--- src/rtl/rob_alloc.sv ---
// rob_alloc: in-order ROB slot allocator on the issue side of the reorder buffer.
// Hands out one slot index per cycle from a wrapping tail pointer. The head
// pointer advances on retire pulses from the ROB head. Occupancy is tracked in a
// separate counter, because head == tail holds both when the buffer is empty
// and when it is full.
// Optional build macro: ROB_ALLOC_CHECK_EN enables a sticky protocol error flag.
// The flag catches a retire while empty, and allocReq held against a full buffer
// for more than 255 consecutive cycles. Without the macro, error is tied to 0.
//
// Handshake: the issue stage holds allocReq high until allocGnt is 1. In that
// same cycle it tags the instruction with allocIdx. The grant is combinational
// from registered state and never depends on a same-cycle retire.
module rob_alloc #(
  parameter int ROB_SLOTS       = 16,
  parameter int ROB_IDX_BITS    = 4,
  parameter int ALMOST_FULL_THR = 2
) (
  input  logic                    clk,
  input  logic                    rst,
  input  logic                    clear,
  input  logic                    allocReq,
  output logic                    allocGnt,
  output logic [ROB_IDX_BITS-1:0] allocIdx,
  input  logic                    retire,
  output logic [ROB_IDX_BITS-1:0] headIdx,
  output logic [ROB_IDX_BITS:0]   count,
  output logic                    empty,
  output logic                    full,
  output logic                    almostFull,
  output logic                    error
);

  localparam logic [ROB_IDX_BITS-1:0] LAST_IDX = ROB_IDX_BITS'(ROB_SLOTS - 1);
  localparam logic [ROB_IDX_BITS:0]   SLOTS_C  = (ROB_IDX_BITS+1)'(ROB_SLOTS);
  localparam logic [ROB_IDX_BITS:0]   THR_C    = (ROB_IDX_BITS+1)'(ALMOST_FULL_THR);

  logic [ROB_IDX_BITS-1:0] r_tail;
  logic [ROB_IDX_BITS-1:0] r_head;
  logic [ROB_IDX_BITS:0]   r_count;

  logic                    w_empty;
  logic                    w_full;
  logic                    w_alloc;
  logic                    w_ret;
  logic [ROB_IDX_BITS:0]   w_free;

  assign w_empty = (r_count == '0);
  assign w_full  = (r_count == SLOTS_C);
  assign w_free  = SLOTS_C - r_count;

  // A flush or reset cycle swallows both request and retire.
  assign w_alloc = allocReq && !w_full && !rst && !clear;
  assign w_ret   = retire && !w_empty && !rst && !clear;

  assign allocGnt   = w_alloc;
  assign allocIdx   = r_tail;
  assign headIdx    = r_head;
  assign count      = r_count;
  assign empty      = w_empty;
  assign full       = w_full;
  assign almostFull = (w_free <= THR_C);

  // Pointer and occupancy update; explicit wrap compare so any slot count works.
  always_ff @(posedge clk) begin
    if (rst || clear) begin
      r_tail  <= '0;
      r_head  <= '0;
      r_count <= '0;
    end else begin
      if (w_alloc) r_tail <= (r_tail == LAST_IDX) ? '0 : r_tail + 1'b1;
      if (w_ret)   r_head <= (r_head == LAST_IDX) ? '0 : r_head + 1'b1;
      if (w_alloc && !w_ret)      r_count <= r_count + 1'b1;
      else if (!w_alloc && w_ret) r_count <= r_count - 1'b1;
    end
  end

`ifdef ROB_ALLOC_CHECK_EN
  logic [7:0] r_stall;
  logic       r_error;
  logic       w_stalled;

  assign w_stalled = allocReq && w_full && !clear;
  assign error     = r_error;

  // Sticky error: retire with nothing allocated, or a stall of more than 255 cycles.
  // Only rst clears it; a pipeline flush leaves it set.
  always_ff @(posedge clk) begin
    if (rst) begin
      r_stall <= '0;
      r_error <= 1'b0;
    end else begin
      if (w_stalled) begin
        if (r_stall != 8'hFF) r_stall <= r_stall + 1'b1;
        else                  r_error <= 1'b1;
      end else begin
        r_stall <= '0;
      end
      if (retire && w_empty && !clear) r_error <= 1'b1;
    end
  end
`else
  assign error = 1'b0;
`endif

endmodule

--- config.mk ---
export PLATFORM = sky130hd
export DESIGN_NAME = rob_alloc
export DESIGN_NICKNAME = d
export VERILOG_FILES = /design/src/rtl/rob_alloc.sv
export SDC_FILE = /design/constraint.sdc
export NUM_CORES = 1
export LEC_CHECK = 0
export BUFFER_PORTS_ARGS = -buffer_cell sky130_fd_sc_hd__buf_2
export CAP_MARGIN = 20
export CORE_MARGIN = 5
export CORE_UTILIZATION = 50
export DETAILED_ROUTE_END_ITERATION = 12
export GPL_TIMING_DRIVEN = 0
export PLACE_DENSITY = 0.82
export SLEW_MARGIN = 20
export SYNTH_ARGS = -nofsm -noshare
export SYNTH_HDL_FRONTEND = slang
export SYNTH_SLANG_ARGS = --single-unit
--- constraint.sdc ---
create_clock -name clk -period 3.3 [get_ports clk]
set_input_delay 0.165 -clock clk [delete_from_list [all_inputs] [get_ports clk]]
set_output_delay 0.165 -clock clk [all_outputs]
set_load 0.005 [all_outputs]
==> summary.txt, run 1 <==
Gr usage total -> 15.1%
Die height -> 51.1 um
1st-iter DRT viols -> 18
CP Data Arrival Time -> 3190 ps
WL per Instance -> 13.3 um
Total CTS buffers -> 3
Pwr/cell area -> 325 nW/um^2
Synth cell types -> 31
Die area -> 2610 um^2
Synth Cell Area -> 845 um^2
IO buf count -> 21
Clock latency at the later pin of the worst-skew pair -> 290 ps
Crit start category -> flop
Setup TNS -> 0 ps
Synth top area share -> 30.8%
Synth warnings -> 0
Area leader, netlist -> dfxtp_1
Gr ovfl total -> 0
Via count -> 762
Cell Rows -> 14
Switch share -> 28.1%
First-pass GRT wire length -> 3020 um
Core area -> 1560 um^2
Sequential fraction of design power -> 50.2%
Synth Net Count -> 113
Vias/cell -> 5.48
R2R Path End -> count[4]
R2R setup slack -> 350 ps
Placed inst area -> 970 um^2
Max VDD drop -> 0.243 mV
NetSw -> 91.9 uW
Final hold vios -> 0
Detailed-route DRC error count -> 0
Final nets -> 140
Combinational share of power -> 18.7%
Routed wire length -> 1840 um
Top cells by area, synth -> dfxtp_1, ha_1, nor2_1
RSZ-0062 raised after global routing -> no
LEAKAGE -> 0.468 nW
Slew Viols, Final -> 0
CTS H-tree depth -> 1
DIE WIDTH -> 51.1 um
CP Capture Type -> flop
ANT nets after route -> 0
Sequential fraction of the synthesis area -> 30.8%
Worst Setup SP -> count[0]
Place WS -> 123 ps
Hold Slack -> 261 ps
Worst setup path class -> flop to flop
Int Pwr -> 235 uW
Mean Syn Cell Area -> 8.71 um^2
Placer congestion estimate -> 0.766
CP Max Fanout -> 7
Max Freq -> 0.339 GHz
Final instance area -> 1010 um^2
Max-cap violation count -> 0
Worst-path clk slew -> 80 ps
Area grow syn2layout -> 19.3%
N_diodes -> 0
Initial Utilization -> 54.2%
Detailed Place HPWL -> 1410 um
RR Startpoint -> count[0]
#FFs+latches synth -> 13
Sink Count -> 13
Final worst slack -> 351 ps
CP Capture Point -> count[4]
Post-layout min period -> 2950 ps
Final setup violation count -> 0
Total Power -> 327 uW
Clk pwr share -> 31.2%
Synthesized netlist cell count -> 97
Boundary Pins -> 23
Clk buf depth -> 2
CTS root buf -> clkbuf_4
Pin count of the biggest net entering global routing -> 11
Reg2Reg Depth -> 14
Hold/Removal Path Class -> input pin to flop
Share of post-route cells with drive strength above 1 -> 26.8%
Vias in the first global route -> 724
CTS tree -> yes
Pre-Repair DR Iteration Count -> 4
Clock Skew -> 8.67 ps
Hold buffers post-CTS -> 0
Final Cycle Share -> 89.4%
Critical Path RT -> 3540 ps
Initial antenna violation count -> 0
Outcome -> completed
## worst max-delay path, stage by stage, from the launching register on
cell and delay (ps):
dfxtp_2 400, inv_1 80, ha_1 220, nor3b_1 160
ha_1 200, nor2b_1 120, clkbuf_2 200, nand2_1 80
ha_1 200, inv_1 150, ha_1 300, a21oi_1 260
nand3_1 160, a211oi_1 250, a31o_2 130
## flip-flops by register name, summed over array words and instances, names as in the netlist
signal    count
headIdx       4
allocIdx      4
count         5
## how the worst min path moves through the flow
stage               startpoint          to  slack [ps]  cells after the start
finish                     rst    count[3]         260                      4
floorplan                clear    allocGnt         370                      1
CTS                        rst    count[3]         260                      4
global placement    headIdx[3]  headIdx[3]         500                      1
global route               rst    count[3]         310                      4
detailed placement  headIdx[3]  headIdx[3]         500                      1
## cells in the final DEF (no fill, tap or decap), types with 2 or more instances in the layout
cell type	count
a311oi_1	2
a21oi_1	4
nor2b_1	2
clkbuf_2	2
buf_4	2
ha_1	10
nand3_1	7
clkbuf_4	3
xor2_1	4
buf_2	21
a41oi_1	2
dfxtp_2	2
nand2_1	8
nor2_1	14
dfxtp_1	11
inv_1	5
nand3b_1	2
mux2i_1	4
clkbuf_1	3
## through the flow
stage	util, %	cells
2_1_floorplan	-	97
3_3_place_gp	62.2	134
3_5_place_dp	62.2	134
4_1_cts	63.9	138
5_1_grt	64.6	139
6_report	64.6	139
## power groups by stage
stage | registers, mW | clock network, mW | logic (mW)
after floorplan | 0.167 | 0 | 0.0407
after global placement | 0.167 | 0 | 0.0566
after detailed placement | 0.168 | 0 | 0.0599
after CTS | 0.164 | 0.104 | 0.0603
after global routing | 0.165 | 0.113 | 0.0686
final | 0.164 | 0.102 | 0.0612
## layer usage
metal	up-vias	wire (um)	track usage, %
met3	4	166	5.81
li1	389	-	-
met5	-	0	0
met4	0	17	4.93
met1	336	774	17.8
met2	33	884	25.1
## synthesized netlist by cell type
master    instances
nand3b_1          2
nor2b_1           2
a21oi_1           4
a31oi_1           1
a41oi_1           2
buf_4             1
clkbuf_2          1
clkbuf_1          3
fa_1              1
nor4b_4           1
nand3_1           7
inv_1             5
xor2_1            4
or2_0             1
a311oi_1          2
ha_1             10
nor3b_1           1
or4_1             1
a211o_1           1
nand2_1           8
xnor2_1           1
nor2_1           14
mux2i_1           4
nand4b_1          1
dfxtp_1          13
o21ai_0           1
a211oi_1          1
a31o_2            1
a21o_1            1
conb_1            1
mux2_2            1
## area by class of cell
cell class                 instances  area, um^2
timing repair buffer              22         113
inverter                           5        18.8
buffer                             5        25.0
tap                               16        20.0
fill                             134         552
sequential                        13         263
clock buffer                       4        26.3
multi-input combinational         74         542
## what timing repair did
item,CTS,global route
buffers inserted,0,1
resized for setup,0,4
endpoints found under the setup margin,0,1
hold endpoints to repair,0,0
## cell families (layout without fill, tap and decap cells)
| group | after synthesis | in the layout | share of synthesized area [%] |
|---|---|---|---|
| and+or+nand+nor | 38 | 38 | 23.6 |
| AOI/OAI and AO/OA | 14 | 14 | 11.7 |
| DFF | 13 | 13 | 30.8 |
| adders and majority gates | 11 | 11 | 17.2 |
| buffers and inverters | 10 | 36 | 5.04 |
| xor gates and xnor gates | 5 | 5 | 5.18 |
| muxes | 5 | 5 | 6.07 |
| other | 1 | 1 | 0.444 |
Power figures use the tool's default switching activity.
==> run 2: changes to the inputs <==
Settings changed: REMOVE_ABC_BUFFERS set to 1.
==> run 2 against run 1 <==
Effect of this change:
- via count increased by 2.8%
- fmax decreased by 4.1%
- clock power about the same
- first-iteration DRC count decreased by 61%
- wire length increased by 8.8%
- final cell count decreased by 1.4%
- cell area decreased by 0.25%
- setup slack got worse by 130 ps
- power decreased by 0.26%
- sequential share of layout area decreased by 0.18 points
- utilization decreased by 0.16 points
- critical path type unchanged
==> summary.txt, run 2 (synthesized netlist as in run 1, its figures left out) <==
Final Cycle Share -> 93.2%
IO buf count -> 21
Critical Path RT -> 3530 ps
First-pass GRT wire length -> 3190 um
Clk buf depth -> 2
CTS H-tree depth -> 1
Initial Utilization -> 54.2%
N_diodes -> 0
Multi-input gate area -> 544 um^2
Clock latency at the later pin of the worst-skew pair -> 280 ps
Most frequent cells in the layout -> buf_2, nor2_1, dfxtp_1
Vias in the first global route -> 745
Vias/cell -> 5.72
Die height -> 51.1 um
Reg2Reg Depth -> 12
Register Area -> 260 um^2
1st-iter DRT viols -> 7
Detailed-route DRC error count -> 0
Post-layout min period -> 3080 ps
Gr usage total -> 16.2%
Crit start category -> flop
Gr ovfl total -> 0
Cell Rows -> 14
Total Power -> 326 uW
Max-Slew Margin vs Limit -> 49.6%
Clock Skew -> 4.52 ps
CTS tree -> yes
R2R Path End -> count[4]
Initial antenna violation count -> 0
Total CTS buffers -> 3
Share of post-route cells with drive strength above 1 -> 26.4%
LEAKAGE -> 0.467 nW
Commonest non-fill, non-tap cell in the layout -> buf_2
Final setup violation count -> 0
CP Max Fanout -> 6
Worst setup path class -> flop to flop
Largest register FFs -> 5
DIE WIDTH -> 51.1 um
Core area -> 1560 um^2
Final nets -> 138
Max Freq -> 0.325 GHz
Outcome -> completed
CP Capture Point -> count[4]
Worst Setup SP -> count[0]
Sink Count -> 13
Pwr/cell area -> 325 nW/um^2
CP Capture Type -> flop
Via count -> 783
Pin count of the biggest net entering global routing -> 15
Pre-Repair DR Iteration Count -> 4
Max-cap violation count -> 0
Area grow syn2layout -> 19.0%
Max VDD drop -> 0.187 mV
RR Startpoint -> count[0]
CTS root buf -> clkbuf_4
WL per Instance -> 14.6 um
RSZ-0062 raised after global routing -> no
Setup TNS -> 0 ps
Hold_sp -> rst
Die area -> 2610 um^2
ANT nets after route -> 0
Detailed Place HPWL -> 1540 um
Placer congestion estimate -> 0.752
Slew Viols, Final -> 0
Hold/Removal Path Class -> input pin to flop
Worst-path clk slew -> 80 ps
Utilization after layout -> 64.4%
Routed wire length -> 2000 um
Number of fillers in the final layout -> 137
R2R setup slack -> 220 ps
Worst-Margin Slew -> 757 ps
CP Data Arrival Time -> 3310 ps
Boundary Pins -> 23
Final hold vios -> 0
## run 2: cell count changes in the layout (fill, tap and decap cells not counted), sizes merged
cell    previous run  this run
buf               23        25
clkbuf             8         4
## run 2: report_power, final
group	leakage, nW	total [mW]	internal, mW	switching, mW
Clock	0.0150	0.101	0.0469	0.0540
Combinational	0.347	0.0613	0.0288	0.0325
Sequential	0.105	0.164	0.160	0.00466
Total	0.467	0.326	0.235	0.0911
## run 2: per-stage QoR
step / instances / cell area, um^2 / hold slack [ps] / setup slack [ps]
after CTS: 133 / 972 / 298 / 103
after global placement: 129 / 946 / 495 / 287
after detailed placement: 129 / 946 / 514 / 131
after floorplan: 92 / 821 / 366 / 394
final: 137 / 1000 / 301 / 224
after global routing: 137 / 1000 / 304 / 2.81
## run 2: area by class of cell
cell class	count	share of cell area, %
Clock buffer	4	2.62
Inverter	5	1.87
Multi-Input combinational cell	74	54.2
Sequential cell	13	25.9
Tap cell	16	1.99
Timing Repair Buffer	25	13.4
## run 2: timing repair
action | CTS | global route
hold buffers | 0 | 0
resized for setup | 0 | 1
buffers inserted | 0 | 4
endpoints found under the setup margin | 0 | 1
## run 2: routing by layer
metal  global-route usage (%)  part of all wire, %
met1                     17.6                   40
met2                     29.2                   52
met3                     2.91                  5.2
met4                     9.42                  3.0
met5                        0                    0
## run 2: worst min-delay path by stage
| stage | slack, ps | cells after the start | end |
|---|---|---|---|
| floorplan | 370 | 1 | allocGnt |
| global placement | 490 | 1 | headIdx[3] |
| detailed placement | 510 | 1 | headIdx[3] |
| CTS | 300 | 4 | count[3] |
| global route | 300 | 4 | count[3] |
| finish | 300 | 4 | count[3] |
## run 2: worst max-delay path: stages (launching register included)
cell and delay [ps]:
dfxtp_1 450, inv_1 100, ha_1 220, nor3b_1 170, ha_1 240, nor4b_4 370, ha_1 240, inv_1 110
ha_1 340, a21oi_1 100, a211o_1 320, a211oi_1 230, a31o_2 140
